<file path="src/rtl/rgb_rx_pkg.sv">
// Shared types and constants for the RGB565 LCD timing receiver.
package rgb_rx_pkg;

    localparam int unsigned CW_DEF  = 11;
    localparam int unsigned R_W     = 5;
    localparam int unsigned G_W     = 6;
    localparam int unsigned B_W     = 5;
    localparam int unsigned RGB_W   = R_W + G_W + B_W;
    localparam int unsigned MATCH_W = 3;

    typedef struct packed {
        logic [R_W-1:0] r;
        logic [G_W-1:0] g;
        logic [B_W-1:0] b;
    } rgb565_t;

    typedef enum logic [1:0] {
        ST_WAIT_VS = 2'd0,
        ST_MEASURE = 2'd1,
        ST_LOCKED  = 2'd2
    } rx_state_e;

endpackage

</file>
<file path="src/rtl/rgb_rx_sync.sv">
// Input register stage: polarity-normalised syncs, pixel capture and
// vs-rise / de-fall edge detection.
module rgb_rx_sync
    import rgb_rx_pkg::*;
#(
    parameter logic HS_POL = 1'b0,
    parameter logic VS_POL = 1'b0
) (
    input  logic             lcd_clk,
    input  logic             sys_rst_n,
    input  logic             hs_i,
    input  logic             vs_i,
    input  logic             de_i,
    input  logic [RGB_W-1:0] rgb_i,
    output logic             s_hs_o,
    output logic             s_vs_o,
    output logic             s_de_o,
    output rgb565_t          s_rgb_o,
    output logic             vs_rise_c,
    output logic             de_fall_c
);

    logic    s_hs_q;
    logic    s_vs_q;
    logic    s_de_q;
    logic    s_vs_dly_q;
    logic    s_de_dly_q;
    rgb565_t s_rgb_q;

    // XNOR with the active level maps the asserted sync level to 1.
    always_ff @(posedge lcd_clk or negedge sys_rst_n) begin
        if (!sys_rst_n) begin
            s_hs_q     <= 1'b0;
            s_vs_q     <= 1'b0;
            s_de_q     <= 1'b0;
            s_vs_dly_q <= 1'b0;
            s_de_dly_q <= 1'b0;
            s_rgb_q    <= '0;
        end else begin
            s_hs_q     <= hs_i ~^ HS_POL;
            s_vs_q     <= vs_i ~^ VS_POL;
            s_de_q     <= de_i;
            s_vs_dly_q <= s_vs_q;
            s_de_dly_q <= s_de_q;
            s_rgb_q    <= rgb_i;
        end
    end

    assign s_hs_o    = s_hs_q;
    assign s_vs_o    = s_vs_q;
    assign s_de_o    = s_de_q;
    assign s_rgb_o   = s_rgb_q;
    assign vs_rise_c = s_vs_q & ~s_vs_dly_q;
    assign de_fall_c = ~s_de_q & s_de_dly_q;

endmodule

</file>
<file path="src/rtl/rgb_timing_rx.sv">
// RGB565 LCD receiver: recovers pixel coordinates and line/frame strobes,
// measures active size and declares lock after consecutive matching frames.
module rgb_timing_rx
    import rgb_rx_pkg::*;
#(
    parameter logic        HS_POL      = 1'b0,
    parameter logic        VS_POL      = 1'b0,
    parameter int unsigned LOCK_FRAMES = 2,
    parameter int unsigned CW          = CW_DEF
) (
    input  logic             lcd_clk,
    input  logic             sys_rst_n,
    input  logic             vid_hs,
    input  logic             vid_vs,
    input  logic             vid_de,
    input  logic [RGB_W-1:0] vid_rgb,
    output logic             pix_valid,
    output logic [RGB_W-1:0] pix_data,
    output logic [CW-1:0]    pix_xpos,
    output logic [CW-1:0]    pix_ypos,
    output logic             line_start,
    output logic             frame_start,
    output logic [CW-1:0]    h_active,
    output logic [CW-1:0]    v_active,
    output logic             locked,
    output logic             timing_err
);

    localparam logic [CW-1:0] CNT_MAX = '1;

    logic    hs_unused;
    logic    s_vs;
    logic    s_de;
    rgb565_t s_rgb;
    logic    vs_rise_c;
    logic    de_fall_c;

    rgb_rx_sync #(
        .HS_POL (HS_POL),
        .VS_POL (VS_POL)
    ) u_sync (
        .lcd_clk   (lcd_clk),
        .sys_rst_n (sys_rst_n),
        .hs_i      (vid_hs),
        .vs_i      (vid_vs),
        .de_i      (vid_de),
        .rgb_i     (vid_rgb),
        .s_hs_o    (hs_unused),
        .s_vs_o    (s_vs),
        .s_de_o    (s_de),
        .s_rgb_o   (s_rgb),
        .vs_rise_c (vs_rise_c),
        .de_fall_c (de_fall_c)
    );

    rx_state_e          state_q, state_d;
    logic [CW-1:0]      x_cnt_q, x_cnt_d, y_cnt_q, y_cnt_d;
    logic [CW-1:0]      first_w_q, first_w_d, prev_w_q, prev_w_d, prev_h_q, prev_h_d;
    logic               first_seen_q, first_seen_d, bad_frame_q, bad_frame_d;
    logic               de_in_vs_q, de_in_vs_d;
    logic [MATCH_W-1:0] match_q, match_d;

    logic               pix_valid_q, pix_valid_d, line_start_q, line_start_d;
    logic               frame_start_q, frame_start_d, locked_q, locked_d;
    logic               timing_err_q, timing_err_d;
    rgb565_t            pix_data_q, pix_data_d;
    logic [CW-1:0]      pix_xpos_q, pix_xpos_d, pix_ypos_q, pix_ypos_d;
    logic [CW-1:0]      h_active_q, h_active_d, v_active_q, v_active_d;

    logic               run_c, qual_c, emit_c, dv_c, line_end_c, w_mis_c, good_c, same_c;
    logic [MATCH_W-1:0] match_nx_c;

    assign run_c      = (state_q != ST_WAIT_VS);
    assign qual_c     = s_de & ~s_vs;
    assign emit_c     = qual_c & run_c;
    assign dv_c       = s_de & s_vs;
    // A de pulse made only of dropped (vs-overlapped) pixels is not a line.
    assign line_end_c = de_fall_c & ~vs_rise_c & (x_cnt_q != '0);
    assign w_mis_c    = line_end_c & first_seen_q & (x_cnt_q != first_w_q);
    assign good_c     = ~bad_frame_q & ~de_in_vs_q & (y_cnt_q != '0);
    assign same_c     = (first_w_q == prev_w_q) & (y_cnt_q == prev_h_q);
    assign match_nx_c = (good_c & same_c) ? match_q + MATCH_W'(1) : MATCH_W'(good_c);

    always_comb begin
        state_d       = state_q;
        x_cnt_d       = x_cnt_q;
        y_cnt_d       = y_cnt_q;
        first_w_d     = first_w_q;
        first_seen_d  = first_seen_q;
        bad_frame_d   = bad_frame_q;
        de_in_vs_d    = de_in_vs_q;
        prev_w_d      = prev_w_q;
        prev_h_d      = prev_h_q;
        match_d       = match_q;
        h_active_d    = h_active_q;
        v_active_d    = v_active_q;
        locked_d      = locked_q;
        pix_valid_d   = emit_c;
        pix_data_d    = s_rgb;
        pix_xpos_d    = x_cnt_q;
        pix_ypos_d    = y_cnt_q;
        line_start_d  = emit_c & (x_cnt_q == '0);
        frame_start_d = emit_c & (x_cnt_q == '0) & (y_cnt_q == '0);
        timing_err_d  = run_c & (dv_c | (w_mis_c & ~bad_frame_q));

        if (vs_rise_c) begin
            // Frame boundary: evaluate the closing frame, restart counting.
            x_cnt_d      = '0;
            y_cnt_d      = '0;
            first_seen_d = 1'b0;
            bad_frame_d  = 1'b0;
            de_in_vs_d   = dv_c;
            if (run_c && good_c) begin
                prev_w_d   = first_w_q;
                prev_h_d   = y_cnt_q;
                h_active_d = first_w_q;
                v_active_d = y_cnt_q;
            end
            case (state_q)
                ST_WAIT_VS: begin
                    state_d = ST_MEASURE;
                    match_d = '0;
                end
                ST_MEASURE: begin
                    match_d = match_nx_c;
                    if (32'(match_nx_c) >= LOCK_FRAMES) begin
                        state_d  = ST_LOCKED;
                        locked_d = 1'b1;
                    end
                end
                ST_LOCKED: begin
                    if (!(good_c && same_c)) begin
                        state_d      = ST_MEASURE;
                        locked_d     = 1'b0;
                        timing_err_d = 1'b1;
                        match_d      = MATCH_W'(good_c);
                    end
                end
                default: state_d = ST_WAIT_VS;
            endcase
        end else begin
            if (qual_c && (x_cnt_q != CNT_MAX)) begin
                x_cnt_d = x_cnt_q + CW'(1);
            end
            if (line_end_c) begin
                x_cnt_d = '0;
                if (y_cnt_q != CNT_MAX) begin
                    y_cnt_d = y_cnt_q + CW'(1);
                end
                if (!first_seen_q) begin
                    first_w_d    = x_cnt_q;
                    first_seen_d = 1'b1;
                end else if (w_mis_c) begin
                    bad_frame_d = 1'b1;
                end
            end
            if (dv_c) begin
                de_in_vs_d = 1'b1;
            end
        end
    end

    always_ff @(posedge lcd_clk or negedge sys_rst_n) begin
        if (!sys_rst_n) begin
            state_q       <= ST_WAIT_VS;
            x_cnt_q       <= '0;
            y_cnt_q       <= '0;
            first_w_q     <= '0;
            first_seen_q  <= 1'b0;
            bad_frame_q   <= 1'b0;
            de_in_vs_q    <= 1'b0;
            prev_w_q      <= '0;
            prev_h_q      <= '0;
            match_q       <= '0;
            h_active_q    <= '0;
            v_active_q    <= '0;
            locked_q      <= 1'b0;
            pix_valid_q   <= 1'b0;
            pix_data_q    <= '0;
            pix_xpos_q    <= '0;
            pix_ypos_q    <= '0;
            line_start_q  <= 1'b0;
            frame_start_q <= 1'b0;
            timing_err_q  <= 1'b0;
        end else begin
            state_q       <= state_d;
            x_cnt_q       <= x_cnt_d;
            y_cnt_q       <= y_cnt_d;
            first_w_q     <= first_w_d;
            first_seen_q  <= first_seen_d;
            bad_frame_q   <= bad_frame_d;
            de_in_vs_q    <= de_in_vs_d;
            prev_w_q      <= prev_w_d;
            prev_h_q      <= prev_h_d;
            match_q       <= match_d;
            h_active_q    <= h_active_d;
            v_active_q    <= v_active_d;
            locked_q      <= locked_d;
            pix_valid_q   <= pix_valid_d;
            pix_data_q    <= pix_data_d;
            pix_xpos_q    <= pix_xpos_d;
            pix_ypos_q    <= pix_ypos_d;
            line_start_q  <= line_start_d;
            frame_start_q <= frame_start_d;
            timing_err_q  <= timing_err_d;
        end
    end

    assign pix_valid   = pix_valid_q;
    assign pix_data    = pix_data_q;
    assign pix_xpos    = pix_xpos_q;
    assign pix_ypos    = pix_ypos_q;
    assign line_start  = line_start_q;
    assign frame_start = frame_start_q;
    assign h_active    = h_active_q;
    assign v_active    = v_active_q;
    assign locked      = locked_q;
    assign timing_err  = timing_err_q;

endmodule
</file>
<file path="config.mk">
export PLATFORM = sky130hd
export DESIGN_NAME = rgb_timing_rx
export DESIGN_NICKNAME = d
export VERILOG_FILES = /design/src/rtl/rgb_rx_pkg.sv /design/src/rtl/rgb_rx_sync.sv /design/src/rtl/rgb_timing_rx.sv
export SDC_FILE = /design/constraint.sdc
export NUM_CORES = 1
export LEC_CHECK = 0
export CORE_MARGIN = 5
export CORE_UTILIZATION = 52
export DETAILED_ROUTE_END_ITERATION = 16
export MAX_ROUTING_LAYER = met4
export PLACE_DENSITY = 0.87
export SYNTH_ARGS = -nofsm -noshare
export SYNTH_HDL_FRONTEND = slang
export SYNTH_SLANG_ARGS = --single-unit
</file>
<file path="constraint.sdc">
create_clock -name lcd_clk -period 3.1 [get_ports lcd_clk]
set_clock_uncertainty 0.05 [all_clocks]
set_input_delay 0.62 -clock lcd_clk [delete_from_list [all_inputs] [get_ports lcd_clk]]
set_output_delay 0.62 -clock lcd_clk [all_outputs]
set_load 0.05 [all_outputs]
</file>
==> flow_summary.json, run 1 <==
{
  "path_clk_slew_ns": 0.06,
  "cts_buffer_depth": 2,
  "status": "finished clean",
  "cts.hold.buffers_added": 0,
  "pwr-share-comb": 0.187,
  "wire_per_inst_um": 17.9,
  "place_inst": 572,
  "syn2layout_area_growth_pct": 31.1,
  "num_antenna_cells": 0,
  "portBuffers": 84,
  "dr_total_vias": 3316,
  "peakVddDrop_mv": 0.385,
  "synth_ff_type": "dfrtp_1",
  "hp-class": "in2async",
  "crit_buf_inv": 2,
  "cp_num_cells": 7,
  "swShare": 0.314,
  "rsz0062_at_grt": "false",
  "post-place-ws_ns": 0.519,
  "grt_pass1_wl_um": 17800,
  "place.gp.congestion": 0.846,
  "pwr-share-seq": 0.403,
  "critPathLaunchType": "flop",
  "p_int_uw": 3190,
  "vias_per_cell": 5.49,
  "crit_chain": "inv_1 > ha_1 > nor4b_2 > a311o_2 > nor3_2 > buf_4 > mux2_2",
  "crit_family": "simple AND/OR/NAND/NOR gates",
  "cp-end-kind": "flop",
  "leakage_uw": 0.00299,
  "finalSetupTns_ns": 0,
  "power_density_mw_per_mm2": 716,
  "max_stage_delay_ns": 0.47,
  "grt-ovfl-total": 0,
  "r2r_end": "v_active[2]",
  "synth_common_cells": "126 x dfrtp_1, 32 x mux2_2, 27 x nor2_1",
  "yosysSeqAreaShare": 0.636,
  "initial_core_util": 0.534,
  "remaining_drc_errors": 0,
  "fin_cells": 604,
  "grt_antenna_before_repair": 0,
  "synth_cells": 371,
  "slew_headroom": 0.543,
  "setup_violations": 0,
  "reg2reg_slack_ns": 0.43,
  "fp.dieW_um": 108,
  "worst_pin_slew_ns": 0.680,
  "post-synth-top-area-cell": "dfrtp_1",
  "reg2reg_depth": 7,
  "cts_buffers": 17,
  "cts_resized": 0,
  "design.core.area_mm2": 0.00928,
  "synth_cell_types": 46,
  "nNetsFinal": 492,
  "fin_ws_ns": 0.429,
  "ant_nets": 0,
  "cts.sinks": 126,
  "yosysWarningCount": 0,
  "clkPwrFrac": 0.410,
  "synthesis.area_mm2": 0.00495,
  "grt_pass1_vias": 3458,
  "fin_total_pwr_uw": 4650,
  "dr.first_iter.drc_count": 248,
  "synth_most_common_cell": "dfrtp_1",
  "async_flop_share": 1.00,
  "maxSlewViolCount": 0,
  "ys_ff_latch": 126,
  "synth_top_area_frac": 0.636,
  "worstSetupPathType": "reg2reg",
  "wirelength_um": 10800,
  "cts_setup_buffers": 0,
  "hpwl_um": 6950,
  "hold_viol": 0,
  "synth_nets": 401,
  "pin_count": 86,
  "timing.rr.start": "pix_ypos_d[1]",
  "fin_crit_ns": 2.67,
  "critical_path.slowest_cell": "dfrtp_1",
  "cts_root_buffer": "clkbuf_8",
  "drv_cap": 0,
  "die_h_um": 108,
  "drt_first_pass_iters": 4,
  "grt.total_usage": 0.208,
  "period_share": 0.862,
  "synth_edf_count": 0,
  "rows": 35,
  "fin_util": 0.700,
  "clk_latency_ns": 0.52,
  "htree_levels": 4,
  "required_ns": 3.45,
  "avgSynthCellArea_um2": 13.4,
  "dieArea_mm2": 0.0116,
  "grt_max_degree": 80,
  "cts_tree": "built",
  "ys_top_cells_by_area": "dfrtp_1 64%, mux2_2 7.3%, xnor2_1 4.4%",
  "p_sw_uw": 1460,
  "drive_gt1_frac": 0.166,
  "cp.arrival_ns": 3.02,
  "fmax_mhz": 374,
  "path_max_fanout": 10
}
==> area by class of cell <==
| type | instances | area [um^2] |
|---|---|---|
| clock inverters | 15 | 163 |
| flip-flops and latches | 126 | 3150 |
| well taps | 129 | 161 |
| repair buffers | 89 | 888 |
| inverters | 9 | 33.8 |
| fillers | 621 | 2790 |
| clock buffers | 17 | 414 |
| multi-input cells | 219 | 1680 |
==> metrics by stage <==
| stage | hold WS, ns | cell area (um^2) |
|---|---|---|
| 2_1_floorplan | 0.274 | 4950 |
| 3_3_place_gp | 0.281 | 5920 |
| 3_5_place_dp | 0.285 | 5920 |
| 4_1_cts | 0.0600 | 6500 |
| 5_1_grt | 0.0895 | 6500 |
| 6_report | 0.0543 | 6500 |
==> cell families after synthesis <==
group / after synthesis / share of synthesized area
AND/OR/NAND/NOR: 94 / 0.106
adder cells (fa/ha/maj): 9 / 0.0227
flip-flops: 126 / 0.636
XOR/XNOR: 46 / 0.0813
buffers and inverters: 26 / 0.0240
multiplexers: 35 / 0.0793
AO/OA/AOI/OAI: 35 / 0.0505
==> placed cells by master, fill, tap and decap left out, types with 5 or more instances in the layout <==
master           count
dfrtp_1            126
xor2_1              21
nand4_1             12
inv_6                6
nand3_1             11
buf_4                5
clkdlybuf4s50_1     83
inv_8                5
clkbuf_16           16
nor2_1              27
o21ai_0             11
and4_1               7
xnor2_1             25
inv_1                9
nor4_1               7
ha_1                 9
nand2_1             12
mux2_2              32
a21oi_1              6
==> registers in the layout, indices dropped and copies added, names as in the netlist, 2 cells and up <==
signal and flops:
first_w_q 11, h_active 11, match_q 3, pix_data 16, pix_xpos 11, pix_xpos_d 11
pix_ypos 11, pix_ypos_d 11, state_q 2, u_sync.s_rgb_o 16, v_active 11
==> power by group through the flow <==
| stage | clock [uW] | combinational (uW) | sequential (uW) |
|---|---|---|---|
| 6_report | 1910 | 870 | 1870 |
| 5_1_grt | 2020 | 919 | 1890 |
| 3_3_place_gp | 0 | 815 | 1890 |
| 4_1_cts | 1940 | 868 | 1870 |
| 2_1_floorplan | 0 | 370 | 2070 |
| 3_5_place_dp | 0 | 842 | 1900 |
==> worst reg2reg max path, delay by kind of cell (launching register included) <==
kind / cells / cell delay [ns]
mux: 1 / 0.36
flops: 1 / 0.47
compound gates: 1 / 0.45
simple gates: 2 / 0.62
fa+ha+maj: 1 / 0.19
buf+inv: 2 / 0.41
==> layer usage <==
metal  share of wire  global-route usage  wire, um  vias up
met3           0.058              0.0516       624       21
li1                -                   -         -     1478
met1            0.42               0.261      4490     1680
met2            0.50               0.329      5440      137
met5               0                   -         0        -
met4           0.023              0.0794       249        0
==> worst max path at each step <==
stage / start / endpoint
4_1_cts: pix_ypos_d[1] / h_active[2]
5_1_grt: pix_ypos_d[0] / h_active[0]
6_report: pix_ypos_d[1] / v_active[2]
3_3_place_gp: pix_ypos_d[0] / v_active[0]
2_1_floorplan: pix_ypos_d[0] / h_active[10]
3_5_place_dp: pix_ypos_d[0] / v_active[2]
(Power assumes the default switching activity.)
==> run 2, diff against run 1 <==
--- a/config.mk
+++ b/config.mk
@@ -9,7 +9,8 @@
 export CORE_UTILIZATION = 52
 export DETAILED_ROUTE_END_ITERATION = 16
 export MAX_ROUTING_LAYER = met4
-export PLACE_DENSITY = 0.87
+export PLACE_DENSITY = 0.79
+export REMOVE_ABC_BUFFERS = 1
 export SYNTH_ARGS = -nofsm -noshare
 export SYNTH_HDL_FRONTEND = slang
 export SYNTH_SLANG_ARGS = --single-unit
==> flow_summary.json, run 2 (synthesized netlist as in run 1, its figures left out) <==
{
  "status": "finished clean",
  "required_ns": 3.45,
  "worstSetupPathType": "reg2reg",
  "crit_family": "compound AO/OA/AOI/OAI gates",
  "clk_latency_ns": 0.52,
  "hp-class": "reg2reg",
  "grt-ovfl-total": 0,
  "worst_pin_slew_ns": 0.712,
  "cp.arrival_ns": 2.81,
  "busiest_layer": "met2",
  "grt.total_usage": 0.200,
  "place_area_mm2": 0.00592,
  "hold_viol": 0,
  "pin_count": 86,
  "dieArea_mm2": 0.0116,
  "cts_resized": 0,
  "fillers": 663,
  "num_antenna_cells": 0,
  "fp.dieW_um": 108,
  "path_clk_slew_ns": 0.06,
  "wirelength_um": 10200,
  "cts_tree": "built",
  "syn2layout_area_growth_pct": 31.2,
  "layout_common_cells": "126 x dfrtp_1, 83 x clkdlybuf4s50_1, 32 x mux2_2",
  "rsz0062_at_grt": "false",
  "cts_root_buffer": "clkbuf_8",
  "setup_violations": 0,
  "dr_total_vias": 3250,
  "grt_max_degree": 60,
  "hpwl_um": 6700,
  "reg2reg_slack_ns": 0.64,
  "cts_buffer_depth": 2,
  "cts.sinks": 126,
  "gr-usage-met1": 0.247,
  "nNetsFinal": 493,
  "initial_core_util": 0.534,
  "timing.rr.start": "pix_xpos_d[0]",
  "power_density_mw_per_mm2": 708,
  "leakage_uw": 0.00298,
  "place.gp.congestion": 0.838,
  "critPathLaunchType": "flop",
  "dr.first_iter.drc_count": 96,
  "rows": 35,
  "grt_antenna_before_repair": 0,
  "cp-end-kind": "flop",
  "max_stage_delay_ns": 0.52,
  "vias_per_cell": 5.38,
  "crit_buf_inv": 2,
  "portBuffers": 84,
  "fin_crit_ns": 2.46,
  "drv_cap": 0,
  "use_met3": 0.0474,
  "cts_buffers": 17,
  "maxSlewViolCount": 0,
  "grt_pass1_wl_um": 17300,
  "r2r_end": "first_w_q[6]",
  "drive_gt1_frac": 0.164,
  "crit_chain": "inv_1 > ha_1 > nor2b_1 > a311oi_2 > nand2_1 > nor2_1 > buf_4 > mux2_2",
  "peakVddDrop_mv": 0.439,
  "fmax_mhz": 406,
  "gr-usage-met2": 0.315,
  "die_h_um": 108,
  "critical_path.slowest_cell": "a311oi_2",
  "mostFrequentLayoutCell": "dfrtp_1",
  "endpoint": "first_w_q[6]",
  "remaining_drc_errors": 0,
  "crit_start": "pix_xpos_d[0]",
  "finalSetupTns_ns": 0,
  "period_share": 0.795,
  "hold_ws_ns": 0.297,
  "path_max_fanout": 11,
  "wire_per_inst_um": 16.8,
  "final_area_mm2": 0.00650,
  "ant_nets": 0,
  "drt_first_pass_iters": 4,
  "grt_pass1_vias": 3500,
  "design.core.area_mm2": 0.00928,
  "slew_headroom": 0.521,
  "htree_levels": 4,
  "cp_num_cells": 8,
  "reg2reg_depth": 8
}
-- run 2: cell count changes in the layout (fill, tap and decap cells not counted), moves of 2 or more --
cell	change
inv_8	-5
inv_6	-4
clkinv_4	+2
clkinv_2	+3
-- run 2: per-stage QoR --
stage,utilization,total power [uW],worst slack [ns],std cells
after detailed placement,0.638,2730,0.721,572
after global routing,0.700,4810,0.422,604
after global placement,0.638,2700,0.779,572
final,0.700,4600,0.636,604
after CTS,0.700,4630,0.645,604
after floorplan,-,2430,0.401,354
-- run 2: power breakdown --
group	total (uW)	leakage (uW)	switching, uW	internal [uW]
combinational	838	0.00106	513	325
sequential	1870	0.00165	109	1760
clock	1890	0.000273	729	1160
-- run 2: worst min-delay path by stage --
stage	cells past startpoint	slack (ns)	endpoint	start
6_report	0	0.30	pix_data[5]	u_sync.s_rgb_o[5]
5_1_grt	0	0.31	pix_data[5]	u_sync.s_rgb_o[5]
4_1_cts	0	0.30	pix_data[5]	u_sync.s_rgb_o[5]
3_5_place_dp	0	0.28	pix_data[5]	u_sync.s_rgb_o[5]
3_3_place_gp	0	0.28	pix_data[12]	u_sync.s_rgb_o[12]
2_1_floorplan	0	0.27	bad_frame_q	sys_rst_n
-- run 2: final cells by class --
class / count / area, um^2 / area share
clock inverter: 13 / 141 / 0.0218
sequential: 126 / 3150 / 0.485
inverter: 9 / 33.8 / 0.00520
clock buffer: 18 / 428 / 0.0658
tap: 129 / 161 / 0.0248
multi-input combinational: 219 / 1680 / 0.259
timing repair buffer: 90 / 898 / 0.138
-- run 2: timing repair --
action	4_1_cts	5_1_grt
hold buffers	1	0
setup buffers	0	0
endpoints found under the hold margin	27	0
-- run 2: worst register-to-register path, stage by stage (launching register included) --
cell	delay, ns
dfrtp_1	0.50
inv_1	0.08
ha_1	0.19
nor2b_1	0.14
a311oi_2	0.52
nand2_1	0.17
nor2_1	0.15
buf_4	0.21
mux2_2	0.36
-- run 2: routing by layer --
layer,share of wire,routed length (um)
met4,0.023,232
met2,0.50,5090
met3,0.048,492
met1,0.43,4360
met5,0,0
==> run 3, diff against run 2 <==
==> constraint.sdc (replaced) <==
create_clock -name lcd_clk -period 2.3 [get_ports lcd_clk]
set_clock_uncertainty 0.05 [all_clocks]
set_input_delay 0.46 -clock lcd_clk [delete_from_list [all_inputs] [get_ports lcd_clk]]
set_output_delay 0.46 -clock lcd_clk [all_outputs]
set_load 0.05 [all_outputs]
==> flow_summary.json, run 3 (synthesized netlist as in run 1, its figures left out) <==
{
  "cts_tree": "built",
  "pin_count": 86,
  "period_share": 0.981,
  "cts_buffer_depth": 2,
  "place_area_mm2": 0.00607,
  "maxSlewViolCount": 0,
  "cts_root_buffer": "clkbuf_8",
  "hp-class": "reg2reg",
  "hold_viol": 0,
  "fillers": 595,
  "fin_crit_ns": 2.26,
  "ant_nets": 0,
  "dr_total_vias": 3265,
  "worstSetupPathType": "reg2out",
  "fp.dieW_um": 108,
  "gr-usage-met1": 0.256,
  "power_density_mw_per_mm2": 964,
  "drive_gt1_frac": 0.195,
  "critPathLaunchType": "flop",
  "fin_util": 0.724,
  "max_stage_delay_ns": 0.84,
  "rows": 35,
  "layout_common_cells": "126 x dfrtp_1, 78 x clkdlybuf4s50_1, 32 x mux2_2",
  "wirelength_um": 10400,
  "peakVddDrop_mv": 0.555,
  "leakage_uw": 0.00319,
  "status": "finished clean",
  "hpwl_um": 6920,
  "clk_latency_ns": 0.51,
  "dieArea_mm2": 0.0116,
  "gr-usage-met2": 0.310,
  "drt_first_pass_iters": 4,
  "drv_cap": 0,
  "place.gp.congestion": 0.862,
  "crit_chain": "clkdlybuf4s50_1",
  "slew_headroom": 0.553,
  "nNetsFinal": 510,
  "num_antenna_cells": 0,
  "grt_pass1_vias": 3368,
  "die_h_um": 108,
  "cts_buffers": 17,
  "design.core.area_mm2": 0.00928,
  "grt_max_degree": 50,
  "wire_per_inst_um": 16.7,
  "initial_core_util": 0.534,
  "busiest_layer": "met2",
  "dr.first_iter.drc_count": 191,
  "use_met3": 0.0654,
  "portBuffers": 84,
  "syn2layout_area_growth_pct": 35.7,
  "final_area_mm2": 0.00672,
  "rsz0062_at_grt": "false",
  "vias_per_cell": 5.25,
  "worst_pin_slew_ns": 0.671,
  "crit_buf_inv": 1,
  "fmax_mhz": 443,
  "reg2reg_slack_ns": 0.12,
  "crit_family": "buffers and inverters",
  "cts.sinks": 126,
  "cp.arrival_ns": 1.75,
  "grt_antenna_before_repair": 0,
  "hold_ws_ns": 0.297,
  "setup_violations": 0,
  "path_max_fanout": 3,
  "cts_setup_buffers": 0,
  "remaining_drc_errors": 0,
  "required_ns": 1.79,
  "htree_levels": 4,
  "mostFrequentLayoutCell": "dfrtp_1",
  "cp-end-kind": "output port",
  "critical_path.slowest_cell": "clkdlybuf4s50_1",
  "grt.total_usage": 0.201,
  "grt-ovfl-total": 0,
  "path_clk_slew_ns": 0.06,
  "grt_pass1_wl_um": 17300
}
[run 3: changes by cell type in the layout (fill, tap and decap cells not counted), sizes merged]
cell,before,now
buf,6,23
bufinv,2,3
clkbuf,18,21
clkdlybuf4s50,83,78
clkinv,6,3
clkinvlp,3,2
dlymetal6s2s,0,5
inv,11,12
[run 3: per-stage QoR]
stage               worst slack (ns)  power (uW)  TNS [ns]  std cells
finish                        0.0431        6480         0        622
global route                0.000306        6750         0        622
CTS                          0.00862        6490         0        622
detailed placement             0.143        3770         0        589
global placement               0.183        3730         0        589
floorplan                     -0.399        3270     -9.33        354
[run 3: routing by layer]
layer	routed length (um)	part of all wire	up-vias
li1	-	-	1514
met1	4510	0.43	1644
met2	5190	0.50	96
met3	524	0.050	11
met4	159	0.015	0
met5	0	0	-
[run 3: area by class of cell]
cell class                 instances  area, um^2  area share
clock buffer                      21         459      0.0683
clock inverter                    11         154      0.0229
inverter                           9        33.8     0.00503
multi-input combinational        219        1700       0.253
sequential                       126        3150       0.469
tap                              129         161      0.0240
timing repair buffer             107        1060       0.158
[run 3: worst paths after layout]
check                                     end          startpoint  depth (start not counted)
worst max-delay path              h_active[1]         h_active[1]                          1
worst min-delay path             pix_data[13]  u_sync.s_rgb_o[13]                          0
worst max register to register     match_q[0]        first_w_q[0]                          7
worst min register to register   pix_data[13]  u_sync.s_rgb_o[13]                          0
max in group asynchronous       pix_ypos_d[1]           sys_rst_n                          3
min in group asynchronous         pix_data[4]           sys_rst_n                          2
[run 3: what timing repair did]
action | in CTS | in global routing
setup endpoints to repair | 0 | 8
endpoints found under the hold margin | 24 | 0
hold buffers | 1 | 0
resized for setup | 0 | 7
[run 3: power by group]
part	total, uW	switching (uW)	internal (uW)
sequential	2500	124	2380
clock	2710	959	1750
combinational	1270	763	507
